### src/rtl/pwm_pkg.sv
// Shared types and parameter defaults for the multi-channel PWM generator.
package pwm_pkg;

  localparam int N_CH_DEF      = 2;
  localparam int CNT_W_DEF     = 7;
  localparam int RAMP_STEP_DEF = 16;

  typedef enum logic [1:0] {
    ST_IDLE  = 2'd0,
    ST_RUN   = 2'd1,
    ST_DECEL = 2'd2
  } chState_e;

endpackage

### src/rtl/pwm_channel.sv
// One motor channel: direction FSM, per-period duty ramp and PWM compare
// against the next value of the shared period counter.
module pwm_channel import pwm_pkg::*; #(
  parameter int CNT_W     = CNT_W_DEF,
  parameter int RAMP_STEP = RAMP_STEP_DEF
) (
  input  logic             clk_i,
  input  logic             rst_i,
  input  logic             estop_i,
  input  logic             sample_i,
  input  logic [CNT_W-1:0] cntNext_i,
  input  logic [CNT_W-1:0] dutyCmd_i,
  input  logic             dirCmd_i,
  input  logic             en_i,
  output logic             fwd_o,
  output logic             rev_o,
  output logic             atTarget_o
);

  localparam logic [CNT_W-1:0] STEP = CNT_W'(RAMP_STEP);

  chState_e         state_q, state_d;
  logic [CNT_W-1:0] duty_q, duty_d;
  logic [CNT_W-1:0] target, goal, ramped;
  logic             dir_q, dir_d;
  logic             atTarget_q, atTarget_d;
  logic             fwd_q, rev_q;
  logic             reversing;

  // A direction change never reverses directly: the channel first ramps to 0
  // and parks in IDLE for a period, where it picks up the new direction.
  always_comb begin
    target    = en_i ? dutyCmd_i : '0;
    reversing = (state_q == ST_RUN) && (dirCmd_i != dir_q);
    goal      = (reversing || (state_q == ST_DECEL)) ? '0 : target;

    ramped = goal;
    if ((goal > duty_q) && ((goal - duty_q) > STEP)) begin
      ramped = duty_q + STEP;
    end else if ((goal < duty_q) && ((duty_q - goal) > STEP)) begin
      ramped = duty_q - STEP;
    end

    state_d    = state_q;
    duty_d     = duty_q;
    dir_d      = dir_q;
    atTarget_d = atTarget_q;
    if (sample_i) begin
      duty_d = ramped;
      dir_d  = (state_q == ST_IDLE) ? dirCmd_i : dir_q;
      case (state_q)
        ST_IDLE:  state_d = (ramped != '0) ? ST_RUN : ST_IDLE;
        ST_RUN: begin
          if (ramped == '0) begin
            state_d = ST_IDLE;
          end else if (reversing) begin
            state_d = ST_DECEL;
          end
        end
        ST_DECEL: state_d = (ramped == '0) ? ST_IDLE : ST_DECEL;
        default:  state_d = ST_IDLE;
      endcase
      atTarget_d = (ramped == target) && (dir_d == dirCmd_i);
    end
  end

  always_ff @(posedge clk_i) begin
    if (rst_i || estop_i) begin
      state_q    <= ST_IDLE;
      duty_q     <= '0;
      dir_q      <= 1'b0;
      atTarget_q <= 1'b0;
      fwd_q      <= 1'b0;
      rev_q      <= 1'b0;
    end else begin
      state_q    <= state_d;
      duty_q     <= duty_d;
      dir_q      <= dir_d;
      atTarget_q <= atTarget_d;
      fwd_q      <= !dir_d && (cntNext_i < duty_d);
      rev_q      <= dir_d && (cntNext_i < duty_d);
    end
  end

  assign fwd_o      = fwd_q;
  assign rev_o      = rev_q;
  assign atTarget_o = atTarget_q;

endmodule

### src/rtl/pwm_multi_gen.sv
// Multi-channel H-bridge PWM generator: one shared period counter driving
// N_CH independently ramped direction-aware channels.
module pwm_multi_gen import pwm_pkg::*; #(
  parameter int N_CH      = N_CH_DEF,
  parameter int CNT_W     = CNT_W_DEF,
  parameter int RAMP_STEP = RAMP_STEP_DEF
) (
  input  logic                  CLK,
  input  logic                  RST,
  input  logic [N_CH*CNT_W-1:0] duty_cmd,
  input  logic [N_CH-1:0]       dir_cmd,
  input  logic [N_CH-1:0]       en,
  input  logic                  estop,
  output logic [N_CH-1:0]       motor_fwd,
  output logic [N_CH-1:0]       motor_rev,
  output logic                  period_start,
  output logic [N_CH-1:0]       at_target
);

  localparam logic [CNT_W-1:0] CNT_MAX = {CNT_W{1'b1}};

  logic [CNT_W-1:0] cnt_q, cnt_d;
  logic             running_q;
  logic             periodStart_q;
  logic             sample;

  // The first cycle after reset keeps the count at 0 so it opens a full period.
  always_comb begin
    cnt_d  = running_q ? cnt_q + CNT_W'(1) : '0;
    sample = (cnt_q == CNT_MAX);
  end

  always_ff @(posedge CLK) begin
    if (RST) begin
      cnt_q         <= '0;
      running_q     <= 1'b0;
      periodStart_q <= 1'b0;
    end else begin
      cnt_q         <= cnt_d;
      running_q     <= 1'b1;
      periodStart_q <= (cnt_d == '0);
    end
  end

  assign period_start = periodStart_q;

  for (genvar i = 0; i < N_CH; i++) begin : gChannel
    pwm_channel #(
      .CNT_W     (CNT_W),
      .RAMP_STEP (RAMP_STEP)
    ) uChannel (
      .clk_i      (CLK),
      .rst_i      (RST),
      .estop_i    (estop),
      .sample_i   (sample),
      .cntNext_i  (cnt_d),
      .dutyCmd_i  (duty_cmd[i*CNT_W +: CNT_W]),
      .dirCmd_i   (dir_cmd[i]),
      .en_i       (en[i]),
      .fwd_o      (motor_fwd[i]),
      .rev_o      (motor_rev[i]),
      .atTarget_o (at_target[i])
    );
  end

endmodule
### config.mk
export PLATFORM = sky130hd
export DESIGN_NAME = pwm_multi_gen
export DESIGN_NICKNAME = d
export VERILOG_FILES = /design/src/rtl/pwm_pkg.sv /design/src/rtl/pwm_channel.sv /design/src/rtl/pwm_multi_gen.sv
export SDC_FILE = /design/constraint.sdc
export NUM_CORES = 1
export LEC_CHECK = 0
export CORE_MARGIN = 2
export CORE_UTILIZATION = 53
export DETAILED_ROUTE_END_ITERATION = 10
export PLACE_DENSITY = 0.84
export SYNTH_ARGS = -nofsm -noshare
export SYNTH_HDL_FRONTEND = slang
export SYNTH_HIERARCHICAL = 1
export SYNTH_SLANG_ARGS = --single-unit
### constraint.sdc
create_clock -name CLK -period 7.4 [get_ports CLK]
set_input_delay 0.74 -clock CLK [delete_from_list [all_inputs] [get_ports CLK]]
set_output_delay 0.74 -clock CLK [all_outputs]
set_load 0.03 [all_outputs]
# After elaboration in Yosys (flattened, before gate mapping)
# Index checks and enable logic that the tools add are counted.
# word_totals
ff_bits,35
input_bits,21
# op_classes
add_sub_neg,9
order_cmp,10
n_eq_ne,13
muxes,26
n_reduce_logical,26
# op_table
cell,n
7-bit two-way mux,11
"7-bit by 5-bit greater-than comparator with 1-bit output, second input constant",4
7-bit < comparator,4
7-bit subtractor,4
7-bit logical NOT,3
"7-bit by 5-bit adder with 7-bit output, second input constant",2
7-bit equality test,2
7-bit greater-than comparator,2
7-bit nonzero test,2
"7-bit by 5-bit subtractor with 7-bit output, second input constant",2
1-bit logical AND,12
2-bit two-way mux,6
2-bit case mux with 3 select lines,2
"7-bit by 1-bit adder with 7-bit output, second input constant",1
"7-bit equality test, second input constant",1
1-bit two-way mux,7
"3-bit by 2-bit inequality test with 1-bit output, second input constant",2
"2-bit by 1-bit equality test with 1-bit output, second input constant",2
"2-bit equality test, second input constant",2
2-bit logical NOT,2
2-bit AND reduction,2
1-bit logical OR,3
1-bit equality test,2
1-bit logical NOT,2
1-bit inequality test,2

# Depth between registers and ports, before layout
# depth
ltp_word,12
depth_mapped,24
mapped_depth_nobuf,23

# Modules after synthesis
# The synthesis kept the hierarchy.
# modules_own_cells
mod,n_inst,cells_per_inst,area_per_inst_um2,seq_area_each_um2
pwm_channel at gChannel[1].uChannel,1,264,2040.7,260.2
pwm_channel at gChannel[0].uChannel,1,264,1985.7,260.2
pwm_multi_gen,1,51,440.4,180.2

# Worst setup path after synthesis
# OpenSTA, ideal clock, no wires.
# synth_timing
kind,input -> register
from,input dir_cmd[0]
to,register gChannel[0].uChannel.fwd_q
setup_ns,0.076
arrival_ns,5.106
setup_slack_ns,2.219
cell_stages,21
cell_sequence,xor2_1 > a21oi_1 > clkbuf_1 > nand2_1 > ha_1 > buf_2 > nand4b_1 > a211oi_1 > a211oi_1 > or3_1 > a211o_1 > mux2_4 > mux2i_1 > mux2i_1 > ha_1 > a21o_1 > a21o_1 > a2111oi_0 > nor2b_1 > o21ai_1 > a21boi_0
# synth_via
elab_chain_len,12
elab_cells_between_ends,20
cone_classes,add/sub: 2; order compare: 5; eq/ne: 1; mux: 6; reduce/logical: 6
# synth_rtl
element,line,source
start: declaration,pwm_multi_gen.sv:11,"input logic [N_CH-1:0] dir_cmd,"
1-bit inequality test,pwm_channel.sv:34,reversing = (state_q == ST_RUN) && (dirCmd_i != dir_q);
1-bit logical AND,pwm_channel.sv:34,
1-bit logical OR,pwm_channel.sv:35,goal = (reversing || (state_q == ST_DECEL)) ? '0 : target;
7-bit two-way mux,pwm_channel.sv:35,
7-bit subtractor,pwm_channel.sv:40,end else if ((goal < duty_q) && ((duty_q - goal) > STEP)) begin
7-bit by 5-bit greater-than comparator with 1-bit output,pwm_channel.sv:40,
1-bit logical AND,pwm_channel.sv:40,
7-bit two-way mux,pwm_channel.sv:40,
7-bit two-way mux,pwm_channel.sv:38,if ((goal > duty_q) && ((goal - duty_q) > STEP)) begin
7-bit two-way mux,pwm_channel.sv:48,if (sample_i) begin
7-bit < comparator,pwm_channel.sv:80,fwd_q <= !dir_d && (cntNext_i < duty_d);
1-bit logical AND *,pwm_channel.sv:80,
end signal: assignment,pwm_channel.sv:80,
end: declaration,pwm_channel.sv:27,"logic fwd_q, rev_q;"
# Every way passes the cells marked *; elsewhere a longest branch is shown, timed or not.
# A chain may end at the register's enable or synchronous reset.

# Final worst setup path
# layout_timing
from,input en[0]
to,register gChannel[0].uChannel.fwd_q
# layout_via
elab_chain_len,10
elab_cells_between_ends,15
cone_classes,add/sub: 2; order compare: 5; mux: 5; reduce/logical: 3
# layout_rtl
element,line,source
start: declaration,pwm_multi_gen.sv:12,"input logic [N_CH-1:0] en,"
7-bit two-way mux *,pwm_channel.sv:33,target = en_i ? dutyCmd_i : '0;
7-bit two-way mux *,pwm_channel.sv:35,
7-bit subtractor,pwm_channel.sv:40,
7-bit by 5-bit greater-than comparator with 1-bit output,pwm_channel.sv:40,
1-bit logical AND,pwm_channel.sv:40,
7-bit two-way mux,pwm_channel.sv:40,
7-bit two-way mux *,pwm_channel.sv:38,
7-bit two-way mux *,pwm_channel.sv:48,
7-bit < comparator *,pwm_channel.sv:80,
1-bit logical AND *,pwm_channel.sv:80,
# Marks and branches as above.

==> flow_summary_export.csv <==
group,metric,value,unit
synthesis,instance_count_of_the_mapped_netlist,579,
power,worst_ir_drop_vdd,293.8,uV
clock_tree,tritoncts.num_buffers,5,
floorplan,die_area,9179,um^2
sta,grt_setup_unrepaired,"false",
setup_path,end_of_the_worst_register_to_register_path,"gChannel[0].uChannel/fwd_o",
power,p_total,0.0005864,W
setup_path,worstRegToRegCells,21,
finish,antenna_cells_inserted,0,
synthesis,seq_area_frac_synth,15.69,%
sta,fin_worst_skew,7.827,ps
clock_tree,htree_num_levels,2,
setup_path,cp-startpoint,"en[0]",
drt,average_wire_per_standard_cell,16.30,um
global_route,largest_net_degree_at_the_start_of_global_routing,19,
hold_path,hold_path_class,"reg -> reg",
setup_path,reg2reg_from,"gChannel[0].uChannel/state_q[0]",
drt,wl,11340,um
clock_tree,cts-hold-fix-buffers,0,
clock_tree,tritoncts_clock_tree,"done",
floorplan,die-width,95.81,um
setup_path,ff2ff_setup_slack,1470,ps
synthesis,synth.largest_area_cell,"dfxtp_1",
synthesis,post-synth-top-count-cell,"nor2_1",
finish,layout_cell_share_with_drive_strength_beyond_1,7.276,%
floorplan,core-area,8175,um^2
clock_tree,post_cts_buffers,0,
sta,drv_slew,0,
setup_path,required_arrival_time_at_the_worst_endpoint,7610,ps
place,portbufs,27,
synthesis,yosysTopAreaCellShare,15.69,%
place,dp.final_hpwl,8960,um
run,drv_cap,0,
floorplan,rows,33,
setup_path,critPathLaunchType,"input pin",
clock_tree,worst_skew_late_latency,280,ps
synthesis,synth_nets,651,
synthesis,ys_seq_elements,35,
finish,layout.nets,662,
power,power.leakage,2.027,nW
drt,vias_cell,6.440,
synthesis,ys.flop_type,"dfxtp_1",
run_status,outcome,"finished clean",
clock_tree,cts.clk_slew.worst_paths,70,ps
setup_path,critPathArrivalTime,6520,ps
global_route,groute.usage.overall,24.76,%
sta,post-route-period-util,85.28,%
global_route,first_pass_grt_wire_length,18710,um
clock_tree,count_of_clock_tree_sinks,35,
synthesis,ys_top_cells_by_area,"dfxtp_1 16%, ha_1 14%, mux2i_1 6.5%",
sta,finalHoldViolations,0,
synthesis,synth.cell_area,4467,um^2
floorplan,num_io_pins,28,
drt,drcViolationCount,0,
floorplan,die_height,95.81,um
synthesis,post_synthesis_average_cell_area,7.715,um^2
synthesis,postSynth.asyncResetShare,0,%
sta,clock.fmax,0.1585,GHz
finish,area.growth.synth_to_final,9.916,%
setup_path,worst_setup_path_endpoint,"gChannel[0].uChannel/fwd_o",
global_route,grt_overflow_total,0,
sta,fin_crit,6311,ps
setup_path,cp_endpoint_kind,"register",
drt,vias,4482,
sta,fin_tns_setup,0,ps
synthesis,synth_edf_count,0,
clock_tree,cts-root-to-sink-buffers,2,
clock_tree,postCtsResizedCells,0,
synthesis,synth_common_cells,"62 x nor2_1, 53 x nand2_1, 51 x ha_1",
drt,drt_pre_antenna_iters,6,
sta,setup_viol_count_final,0,
drt,detail-route-antenna-nets,0,
setup_path,crit_path_max_fanout,11,
global_route,first_global_vias,4058,
floorplan,start_util,54.64,%
global_route,antenna_violations_before_repair,0,
clock_tree,cts_root_buffer,"clkbuf_8",
drt,detail_route.iter0.violations,304,
synthesis,yosysUniqueCellTypes,86,
setup_path,setup.worst_path.class,"in -> reg",
synthesis,synth.yosys.warnings,6,
sta,worstMarginPinSlew,908.6,ps
sta,slew-limit-headroom,39.42,%
power,cellPowerDensity,119.4,nW/um^2
place,final_weighted_congestion_in_routability_driven_placement,0.9852,
sequential cells by signal (all words and copies together), names as in the netlist, 2 cells and up:
signal                        cells
gChannel.uChannel/state_q         4
gChannel.uChannel/dir_q           2
gChannel.uChannel/atTarget_o      2
gChannel.uChannel/rev_o           2
gChannel.uChannel/duty_q         14
gChannel.uChannel/fwd_o           2
cnt_q                             7
worst max-delay path, stage by stage:
cell and delay [ps]:
clkdlybuf4s50_1 710, nand2b_1 150, a21oi_1 640, nand2_1 240, ha_1 520, nand4b_1 130
a211oi_1 250, a211oi_1 80, or3_1 440, a211o_1 410, mux2_4 360, mux2i_1 130
mux2i_1 210, ha_1 290, a21o_1 180, a21o_1 160, a2111oi_0 440, nor2b_1 180
o21ai_1 80, a21boi_0 160
layout by cell type, fill, tap and decap left out, types with 5 or more instances in the layout:
master | Yosys | layout
a2111oi_0 | 5 | 5
a211oi_1 | 5 | 5
a21o_1 | 10 | 10
a21oi_1 | 28 | 28
a31oi_1 | 5 | 5
and2_1 | 7 | 7
and3_1 | 5 | 5
clkbuf_8 | 0 | 5
clkdlybuf4s50_1 | 0 | 27
dfxtp_1 | 35 | 35
ha_1 | 51 | 51
inv_1 | 44 | 44
mux2_2 | 5 | 5
mux2i_1 | 29 | 29
nand2_1 | 53 | 53
nand2b_1 | 8 | 8
nand3_1 | 17 | 17
nor2_1 | 62 | 62
nor2b_1 | 11 | 11
nor3_1 | 10 | 10
nor4_1 | 6 | 6
o2111ai_1 | 5 | 5
o211ai_1 | 7 | 7
o21ai_0 | 13 | 13
o21ai_1 | 5 | 5
or2_2 | 5 | 5
or3_1 | 7 | 7
xnor2_1 | 10 | 10
xor2_1 | 6 | 6
how the worst min path moves through the flow:
stage	cells past startpoint	from	slack, ps	end
after global placement	2	gChannel[1].uChannel/atTarget_o	470	gChannel[1].uChannel/atTarget_o
after global routing	2	gChannel[1].uChannel/atTarget_o	510	gChannel[1].uChannel/atTarget_o
after detailed placement	2	gChannel[1].uChannel/atTarget_o	470	gChannel[1].uChannel/atTarget_o
after CTS	2	gChannel[1].uChannel/atTarget_o	490	gChannel[1].uChannel/atTarget_o
after floorplan	1	cnt_q[0]	450	cnt_q[0]
final	2	gChannel[1].uChannel/atTarget_o	490	gChannel[1].uChannel/atTarget_o
where the power goes:
part | internal (W) | total (W) | leakage, nW | switching (W)
clock | 0.000134 | 0.000200 | 0.0644 | 0.0000660
combinational | 0.0000801 | 0.000195 | 1.68 | 0.000114
sequential | 0.000190 | 0.000192 | 0.283 | 0.00000184
stage by stage:
step                      cells  hold slack, ps  util [%]  setup WS (ps)  instance area, um^2
after floorplan             579           452.5         -           2219                 4467
after CTS                   696           492.0     60.06           1147                 4910
after detailed placement    688           470.3     58.39          870.3                 4773
after global routing        696           510.6     60.06          568.0                 4910
final                       696           491.5     60.06           1089                 4910
after global placement      688           474.2     58.39           1059                 4773
cell families after synthesis:
logic type,Yosys count,synth area share [%]
mux,36,8.403
xor+xnor,17,3.501
compound gates,149,25.77
fa+ha+maj,51,14.29
buf+inv,67,5.826
simple gates,224,26.53
flops,35,15.69
area by class of cell:
type                    instances  area, um^2
clock buffers                   5       68.82
clock inverters                 3       67.56
inverters                      44       165.2
multi-input cells             477        3506
repair buffers                 27       270.3
flip-flops and latches         35       700.7
well taps                     105       131.4
fillers                       705        3266
per-layer routing:
| metal | part of all wire [%] | track usage (%) |
|---|---|---|
| met1 | 44 | 34.42 |
| met4 | 2.0 | 5.833 |
| met5 | 0 | 0 |
| met3 | 6.3 | 2.114 |
| met2 | 47 | 41.55 |
No activity file was read; power rests on OpenSTA's default activity.
